$ cat src/rtl/tmds_pkg.sv
// Shared definitions for TMDS channel-0 word alignment: control tokens, FSM state
// encoding and the number of word-boundary offsets.
package tmds_pkg;

    localparam logic [9:0] CTRL_TOKEN_0 = 10'h354;
    localparam logic [9:0] CTRL_TOKEN_1 = 10'h0AB;
    localparam logic [9:0] CTRL_TOKEN_2 = 10'h154;
    localparam logic [9:0] CTRL_TOKEN_3 = 10'h2AB;

    localparam int WORD_OFFSETS = 10;

    typedef enum logic [2:0] {
        ST_IDLE   = 3'd0,
        ST_SEARCH = 3'd1,
        ST_SLIP   = 3'd2,
        ST_SETTLE = 3'd3,
        ST_LOCKED = 3'd4
    } align_state_t;

    function automatic logic is_ctrl_token(input logic [9:0] w);
        return (w == CTRL_TOKEN_0) || (w == CTRL_TOKEN_1) ||
               (w == CTRL_TOKEN_2) || (w == CTRL_TOKEN_3);
    endfunction

endpackage

$ cat src/rtl/tmds_window_counter.sv
// Counts valid words and control tokens over a WINDOW-word window; flags the
// closing word combinationally so the FSM acts on it at the same edge.
module tmds_window_counter
    import tmds_pkg::*;
#(
    parameter int WINDOW   = 1024,
    parameter int MIN_CTRL = 8
) (
    input  logic       clk,
    input  logic       reset,
    input  logic       clear,
    input  logic       word_valid,
    input  logic [9:0] word,
    output logic       window_done,
    output logic       window_good
);

    localparam int WW = $clog2(WINDOW);
    localparam int TW = $clog2(MIN_CTRL + 1);
    localparam logic [WW-1:0] WORD_LAST = WW'(WINDOW - 1);
    localparam logic [TW-1:0] TOK_SAT   = TW'(MIN_CTRL);
    localparam logic [TW-1:0] TOK_NEAR  = TW'(MIN_CTRL - 1);

    logic [WW-1:0] word_cnt;
    logic [TW-1:0] tok_cnt;
    logic          hit;

    assign hit         = word_valid && is_ctrl_token(word);
    assign window_done = word_valid && !clear && (word_cnt == WORD_LAST);
    // The closing word itself may be the token that makes the window good.
    assign window_good = window_done && ((tok_cnt == TOK_SAT) || (hit && tok_cnt == TOK_NEAR));

    always_ff @(posedge clk) begin
        if (reset || clear || window_done) begin
            word_cnt <= '0;
            tok_cnt  <= '0;
        end else if (word_valid) begin
            word_cnt <= word_cnt + 1'b1;
            if (hit && tok_cnt != TOK_SAT)
                tok_cnt <= tok_cnt + 1'b1;
        end
    end

endmodule

$ cat src/rtl/tmds_align_ctrl.sv
// Channel-0 word-boundary alignment FSM driving the deserializer bitslip.
// Define TMDS_ALIGN_DELAY_SCAN_EN to step pll_delay on every slip_count wrap.
module tmds_align_ctrl
    import tmds_pkg::*;
#(
    parameter int WINDOW       = 1024,
    parameter int MIN_CTRL     = 8,
    parameter int LOCK_WINDOWS = 4,
    parameter int LOSS_WINDOWS = 2,
    parameter int SETTLE       = 16
) (
    input  logic       clk,
    input  logic       reset,
    input  logic       hdmi_locked,
    input  logic       word_valid,
    input  logic [9:0] word,
    output logic       bitslip,
    output logic [3:0] pll_delay,
    output logic [3:0] slip_count,
    output logic       aligned,
    output logic [2:0] state_dbg
);

    localparam int GW = $clog2(LOCK_WINDOWS + 1);
    localparam int BW = $clog2(LOSS_WINDOWS + 1);
    localparam int SW = $clog2(SETTLE + 1);

    align_state_t  state;
    logic [GW-1:0] good_run;
    logic [BW-1:0] bad_run;
    logic [SW-1:0] settle_cnt;
    logic          win_clear, window_done, window_good;
    logic          do_slip, slip_wrap;

    // Words only count while hunting or locked; everything else keeps the window empty.
    assign win_clear = !hdmi_locked || (state != ST_SEARCH && state != ST_LOCKED);

    tmds_window_counter #(
        .WINDOW   (WINDOW),
        .MIN_CTRL (MIN_CTRL)
    ) u_window (
        .clk         (clk),
        .reset       (reset),
        .clear       (win_clear),
        .word_valid  (word_valid),
        .word        (word),
        .window_done (window_done),
        .window_good (window_good)
    );

    assign do_slip = window_done && !window_good &&
                     ((state == ST_SEARCH) ||
                      (state == ST_LOCKED && bad_run == BW'(LOSS_WINDOWS - 1)));
    assign slip_wrap = (slip_count == 4'(WORD_OFFSETS - 1));
    assign state_dbg = state;

    always_ff @(posedge clk) begin
        if (reset) begin
            state      <= ST_IDLE;
            bitslip    <= 1'b0;
            aligned    <= 1'b0;
            good_run   <= '0;
            bad_run    <= '0;
            settle_cnt <= '0;
        end else if (!hdmi_locked) begin
            state      <= ST_IDLE;
            bitslip    <= 1'b0;
            aligned    <= 1'b0;
            good_run   <= '0;
            bad_run    <= '0;
            settle_cnt <= '0;
        end else begin
            bitslip <= 1'b0;
            case (state)
                ST_IDLE: begin
                    state      <= ST_SEARCH;
                    good_run   <= '0;
                    bad_run    <= '0;
                    settle_cnt <= '0;
                end
                ST_SEARCH: begin
                    if (do_slip) begin
                        state    <= ST_SLIP;
                        bitslip  <= 1'b1;
                        good_run <= '0;
                        bad_run  <= '0;
                    end else if (window_done) begin
                        if (good_run == GW'(LOCK_WINDOWS - 1)) begin
                            state    <= ST_LOCKED;
                            aligned  <= 1'b1;
                            good_run <= '0;
                            bad_run  <= '0;
                        end else begin
                            good_run <= good_run + 1'b1;
                        end
                    end
                end
                ST_SLIP: begin
                    state      <= ST_SETTLE;
                    settle_cnt <= '0;
                end
                ST_SETTLE: begin
                    if (settle_cnt == SW'(SETTLE - 1))
                        state <= ST_SEARCH;
                    else
                        settle_cnt <= settle_cnt + 1'b1;
                end
                ST_LOCKED: begin
                    if (do_slip) begin
                        state    <= ST_SLIP;
                        bitslip  <= 1'b1;
                        aligned  <= 1'b0;
                        good_run <= '0;
                        bad_run  <= '0;
                    end else if (window_done) begin
                        bad_run <= window_good ? '0 : bad_run + 1'b1;
                    end
                end
                default: state <= ST_IDLE;
            endcase
        end
    end

    // Offset advances on SLIP entry so slip_count changes together with bitslip.
    always_ff @(posedge clk) begin
        if (reset)
            slip_count <= '0;
        else if (do_slip)
            slip_count <= slip_wrap ? 4'd0 : slip_count + 4'd1;
    end

`ifdef TMDS_ALIGN_DELAY_SCAN_EN
    logic [3:0] pll_q;

    always_ff @(posedge clk) begin
        if (reset)
            pll_q <= '0;
        else if (do_slip && slip_wrap)
            pll_q <= pll_q + 4'd1;
    end

    assign pll_delay = pll_q;
`else
    assign pll_delay = 4'd0;
`endif

endmodule
$ cat config.mk
export PLATFORM = sky130hd
export DESIGN_NAME = tmds_align_ctrl
export DESIGN_NICKNAME = d
export VERILOG_FILES = /design/src/rtl/tmds_pkg.sv /design/src/rtl/tmds_window_counter.sv /design/src/rtl/tmds_align_ctrl.sv
export SDC_FILE = /design/constraint.sdc
export NUM_CORES = 1
export LEC_CHECK = 0
export CAP_MARGIN = 25
export CORE_ASPECT_RATIO = 0.7
export CORE_MARGIN = 2
export CORE_UTILIZATION = 30
export DETAILED_ROUTE_END_ITERATION = 10
export PLACE_DENSITY = 0.62
export SYNTH_ARGS = -nofsm -noshare
export SYNTH_HDL_FRONTEND = slang
export SYNTH_HIERARCHICAL = 1
export SYNTH_SLANG_ARGS = --single-unit
$ cat constraint.sdc
create_clock -name clk -period 2.65 [get_ports clk]
set_clock_uncertainty 0.1 [all_clocks]
set_input_delay 0.265 -clock clk [delete_from_list [all_inputs] [get_ports clk]]
set_output_delay 0.265 -clock clk [all_outputs]
set_load 0.01 [all_outputs]
* After elaboration in Yosys (flattened, before gate mapping)
Cells that the tools add are included.
Word-level totals: register bits 33, output and inout port bits 13, input port bits 14, logic and storage cells 106
Cells by class: eq/ne operators 27, bitwise gates (word level) 2, add/sub/neg operators 6, mux-type cells 27, reduce and logical (&&, ||, !) cells 35
Operator list (number):
- $eq A10 B10 Y1 const B | 3
- $mux W3 | 9
- $pmux W3 S5 | 1
- $mux W2 | 6
- $add A10 B1 Y10 const B | 1
- $eq A10 B8 Y1 const B | 1
- $eq A10 B9 Y1 const B | 1
- $logic_and A1 B1 Y1 | 10
- $pmux W5 S2 | 1
- $eq A3 B2 Y1 const B | 3
- $ne A3 B2 Y1 const B | 3
- $pmux W3 S3 | 1
- $add A4 B1 Y4 const B | 2
- $eq A4 B4 Y1 const B | 2
- $logic_or A1 B1 Y1 | 8
- $ne A2 B2 Y1 const B | 4
- $reduce_and A4 Y1 | 2
- $pmux W2 S3 | 1
- $reduce_or A2 Y1 | 3
- $add A5 B1 Y5 const B | 1
- $eq A5 B4 Y1 const B | 1
- $mux W1 | 5
- $mux W5 | 1
- $reduce_and A5 Y1 | 1
- 20 further kinds | 26

* Depth between registers and ports, before layout
depth after elaboration 13, depth in mapped cells 10, mapped depth without buffers 9

* Hierarchy
The synthesis kept the hierarchy.
Modules (own cells, without submodules):
- tmds_align_ctrl | area each 1093.5 sq um, sequential area each 380.4 sq um, cells an instance 129, times used 1
- tmds_window_counter | area each 772.0 sq um, sequential area each 280.3 sq um, cells an instance 88, times used 1

* Least setup slack after synthesis
OpenSTA, ideal clock, no wires.
kind flip-flop to flip-flop, start point reg state[0], in the netlist state_dbg[0], end point reg good_run[0], data required time 2.480 ns, setup slack 0.030 ns, stages on the path, launching flop included 11, buffers on the path 1, period minus slack after synthesis 2.620 ns, setup time 0.070 ns, arrival time 2.450 ns, cell sequence dfxtp_1 > clkbuf_1 > nand2b_1 > a21oi_1 > nand2_1 > nor2_1 > o21a_1 > nor2b_2 > nor4b_4 > or4b_1 > a21oi_1
On the way: longest elaborated chain between the ends 12, elaborated cells on any way between the ends 22, those cells by class 6 x eq/ne; 2 x mux; 14 x reduce/logical
RTL lines:
- start, declared | RTL line tmds_align_ctrl.sv:28 | align_state_t state;
- start signal, assigned | RTL line tmds_align_ctrl.sv:59 | state <= ST_IDLE;
- start signal, assigned | RTL line tmds_align_ctrl.sv:66 | state <= ST_IDLE;
- start signal, assigned | RTL line tmds_align_ctrl.sv:76 | state <= ST_SEARCH;
- $ne A3 B1 Y1 or $ne A3 B3 Y1 (tied branches) | RTL line tmds_align_ctrl.sv:36 | assign win_clear = !hdmi_locked || (state != ST_SEARCH && state != ST_LOCKED);
- $logic_and A1 B1 Y1 (*) | RTL line tmds_align_ctrl.sv:36
- $logic_or A1 B1 Y1 (*) | RTL line tmds_align_ctrl.sv:36
- net win_clear | RTL line tmds_align_ctrl.sv:32 | logic win_clear, window_done, window_good;
- $logic_not A1 Y1 (*) | RTL line tmds_window_counter.sv:29 | assign window_done = word_valid && !clear && (word_cnt == WORD_LAST);
- $logic_and A1 B1 Y1 (*) (2 in a row) | RTL line tmds_window_counter.sv:29
- net window_done | RTL line tmds_align_ctrl.sv:32
- $logic_and A1 B1 Y1 (*) | RTL line tmds_window_counter.sv:31 | assign window_good = window_done && ((tok_cnt == TOK_SAT) || (hit && tok_cnt == TOK_NEAR));
- net window_good | RTL line tmds_align_ctrl.sv:32
- $logic_not A1 Y1 (*) | RTL line tmds_align_ctrl.sv:51 | assign do_slip = window_done && !window_good &&
- $logic_and A1 B1 Y1 (*) (2 in a row) | RTL line tmds_align_ctrl.sv:51
- $ne A3 B2 Y1 (no source line), or another cell as far along
- $reduce_and A3 Y1 (no source line) or $pmux W3 S3 (tied branches)
- end signal, assigned | RTL line tmds_align_ctrl.sv:94 | good_run <= good_run + 1'b1;
- end, declared | RTL line tmds_align_ctrl.sv:29 | logic [GW-1:0] good_run;
Mark *: on every way through the listed nets, which the timed path passes. The rest lies on a longest branch. A chain may end at the register's enable or synchronous reset.

* Worst setup path after layout
start point in word[4], end point reg good_run[0]
On the way: longest elaborated chain between the ends 13, elaborated cells on any way between the ends 19, those cells by class 6 x eq/ne; 2 x mux; 11 x reduce/logical
RTL lines:
- start, declared | RTL line tmds_align_ctrl.sv:16 | input logic [9:0] word,
- $eq A10 B10 Y1 or $eq A10 B8 Y1 (tied branches) | RTL line tmds_pkg.sv:21 | return (w == CTRL_TOKEN_0) || (w == CTRL_TOKEN_1) ||
- $logic_or A1 B1 Y1 (2 in a row) | RTL line tmds_pkg.sv:21
- $logic_or A1 B1 Y1 (*) | RTL line tmds_pkg.sv:22 | (w == CTRL_TOKEN_2) || (w == CTRL_TOKEN_3);
- $logic_and A1 B1 Y1 (*) | RTL line tmds_window_counter.sv:28 | assign hit = word_valid && is_ctrl_token(word);
- $logic_and A1 B1 Y1 (*) | RTL line tmds_window_counter.sv:31
- $logic_or A1 B1 Y1 (*) | RTL line tmds_window_counter.sv:31
- $logic_and A1 B1 Y1 (*) | RTL line tmds_window_counter.sv:31
- net window_good | RTL line tmds_align_ctrl.sv:32
- $logic_not A1 Y1 (*) | RTL line tmds_align_ctrl.sv:51
- $logic_and A1 B1 Y1 (*) (2 in a row) | RTL line tmds_align_ctrl.sv:51
- $ne A3 B2 Y1 (no source line), or another cell as far along
- $reduce_and A3 Y1 (no source line) or $pmux W3 S3 (tied branches)
Marked as above.

==> impl_metrics.yaml <==
setup_path:
  timing_worst_setup_path_type: "input pin to register"
  cp_max_fo: 2
  cp.required_ns: 2.77
  r2r-start: "u_window/word_cnt[0]$_SDFFE_PP0P_"
  worstSetupStartpoint: "word[4]"
  worst_setup_path_end_kind: "register"
  cp.arrival_ns: 2.59
  critPathLaunchType: "input pin"
placement:
  gp_congestion: 0.849
  dpl.cell_count: 317
  port-buffer-count: 21
  dp_hpwl_um: 2850
  placed_area_mm2: 0.00221
worst_hold_path:
  hp-start: "good_run[2]$_SDFFE_PP0P_"
  hp-class: "register to register"
grt:
  grt_pass1_vias: 1534
  grt_pass1_wl_um: 6840
  gr-total-overflow: 0
  antenna_found_initial: 0
  grt_start_max_net_pins: 19
  grtUsageTotal_pct: 12.1
synth:
  syn_inst: 217
  synth_ff_type: "dfxtp_1"
  synth-seq-cells: 33
  synthesis.area_mm2: 0.00187
  synth_edf_count: 0
  ys_async_sr_fraction_pct: 0
  avgSynthCellArea_um2: 8.60
  netlist-cell-type-count: 51
  yosys_warnings: 6
  ys_seq_area_share_pct: 35.4
timing:
  max_clock_freq_ghz: 0.405
  finalHoldViolations: 0
  period_minus_slack_ns: 2.47
  rsz0062_at_grt: "false"
  setup_viol: 0
  tns_ns: 0
  drv_slew: 0
  fin_crit_sh_pct: 93.2
pwr:
  finalPower_w: 0.00106
  p_leak_nw: 0.807
  power.density_mw_per_mm2: 455
  peakVddDrop_mv: 0.207
clocking:
  cts.path.max_buffers: 2
  htree_num_levels: 2
  cts_tree: "done"
  numCtsBuffers: 5
  root_buffer: "clkbuf_8"
  ctsHoldBuffers: 0
  clock_latency_ns: 0.29
  cts_sinks: 33
  clk_pin_slew_ns: 0.07
cells_and_area:
  area_growth_pct: 25.3
  final_area_mm2: 0.00234
  nets: 270
  final_common_cell: "dfxtp_1"
  finalNonFillerCells: 325
  layout_common_cells: "dfxtp_1 (32), clkdlybuf4s50_1 (21), nor2_1 (20), nand2_1 (18), a21oi_1 (16)"
  multi_input_area_mm2: 0.00113
  seqCellArea_um2: 662
  n_antenna_cell: 0
  fillers: 596
  drive_gt1_share_pct: 13.2
drt:
  drt_first_iter_violations: 76
  vias: 1563
  antenna_left: 0
  wirelength_um: 3800
  drc: 0
  routed_via_density: 4.81
  firstDrtPassIters: 6
  routedWlPerCell_um: 11.7
floorplanning:
  fp-row-count: 23
  design.core.area_mm2: 0.00587
  pin_count: 27
  start_util_pct: 31.8
  dieHeight_um: 70.0
  die_w_um: 98.3
  die_area_mm2: 0.00688
flow_run:
  drv_cap: 0
status:
  status: "finished, final reports clean"
-- metrics by stage --
stage                     setup WS [ns]  utilization [%]  hold slack [ns]
after detailed placement         -0.154             37.6            0.327
after global routing             0.0184             39.8            0.357
after floorplan                  0.0298                -            0.234
after CTS                         0.159             39.7            0.336
final                             0.181             39.8            0.330
after global placement          -0.0902             37.6            0.319
-- critical path, stage by stage --
cell and delay [ns]:
clkdlybuf4s50_1 0.41, nand4bb_1 0.20, or4_4 0.51, a21oi_2 0.13, o21a_1 0.18, nor2b_2 0.07, nor4b_4 0.24, or4b_1 0.46
a21oi_1 0.13
-- registers in the layout, summed over array words and instances (netlist names) --
name	cells
u_window/word_cnt	10
aligned	1
state_dbg	3
bitslip	1
good_run	3
bad_run	2
settle_cnt	5
u_window/tok_cnt	4
slip_count	4
-- final cells by class --
class                   count  area share, %
clock buffers               6           3.53
multi-input cells         168           48.2
well taps                  75           4.01
repair buffers             34           13.2
flip-flops and latches     33           28.3
inverters                   7           1.12
clock inverters             2           1.61
-- synth_stat cells (all sizes together), types with 5 or more instances --
cell type | number | area (µm²)
nor2 | 21 | 78.8
ha | 7 | 87.6
xor2 | 5 | 43.8
xnor2 | 9 | 78.8
o21ai | 6 | 30.0
nand3 | 8 | 40.0
nand4 | 6 | 37.5
a21oi | 18 | 93.8
inv | 7 | 26.3
dfxtp | 33 | 661
nand2 | 18 | 67.6
mux2i | 8 | 80.1
nand2b | 13 | 88.8
buf | 10 | 61.3
-- cell families after synthesis --
kind of cell    count (synthesis)  synth area share, %
mux                             8                 4.29
simple gates                   97                 30.7
xor+xnor                       14                 6.57
flops                          33                 35.4
other cells                     1                0.201
fa+ha+maj                       7                 4.69
buf+inv                        19                 5.10
compound gates                 38                 13.1
-- worst paths after layout --
check	endpoint	slack, ns	cells past startpoint
max	good_run[0]$_SDFFE_PP0P_	0.18	9
min	good_run[2]$_SDFFE_PP0P_	0.33	2
max reg2reg	good_run[0]$_SDFFE_PP0P_	0.26	10
min reg2reg	good_run[2]$_SDFFE_PP0P_	0.33	2
-- where the power goes --
part	switching [W]	internal [W]	total (W)	leakage, nW
clock network	0.000197	0.000306	0.000502	0.0574
registers	0.00000284	0.000497	0.000500	0.266
logic	0.0000278	0.0000322	0.0000600	0.483
-- routing by layer --
layer  track usage (%)  share of wire (%)
met4              5.02                2.1
met1              17.2                 54
met3              3.10                4.6
met2              17.3                 40
met5                 0                  0
-- repair_timing --
item / 4_1_cts / 5_1_grt
resized for setup: 0 / 3
setup buffers: 0 / 0
endpoints found under the setup margin: 0 / 1
No activity file was read; power rests on OpenSTA's default activity.
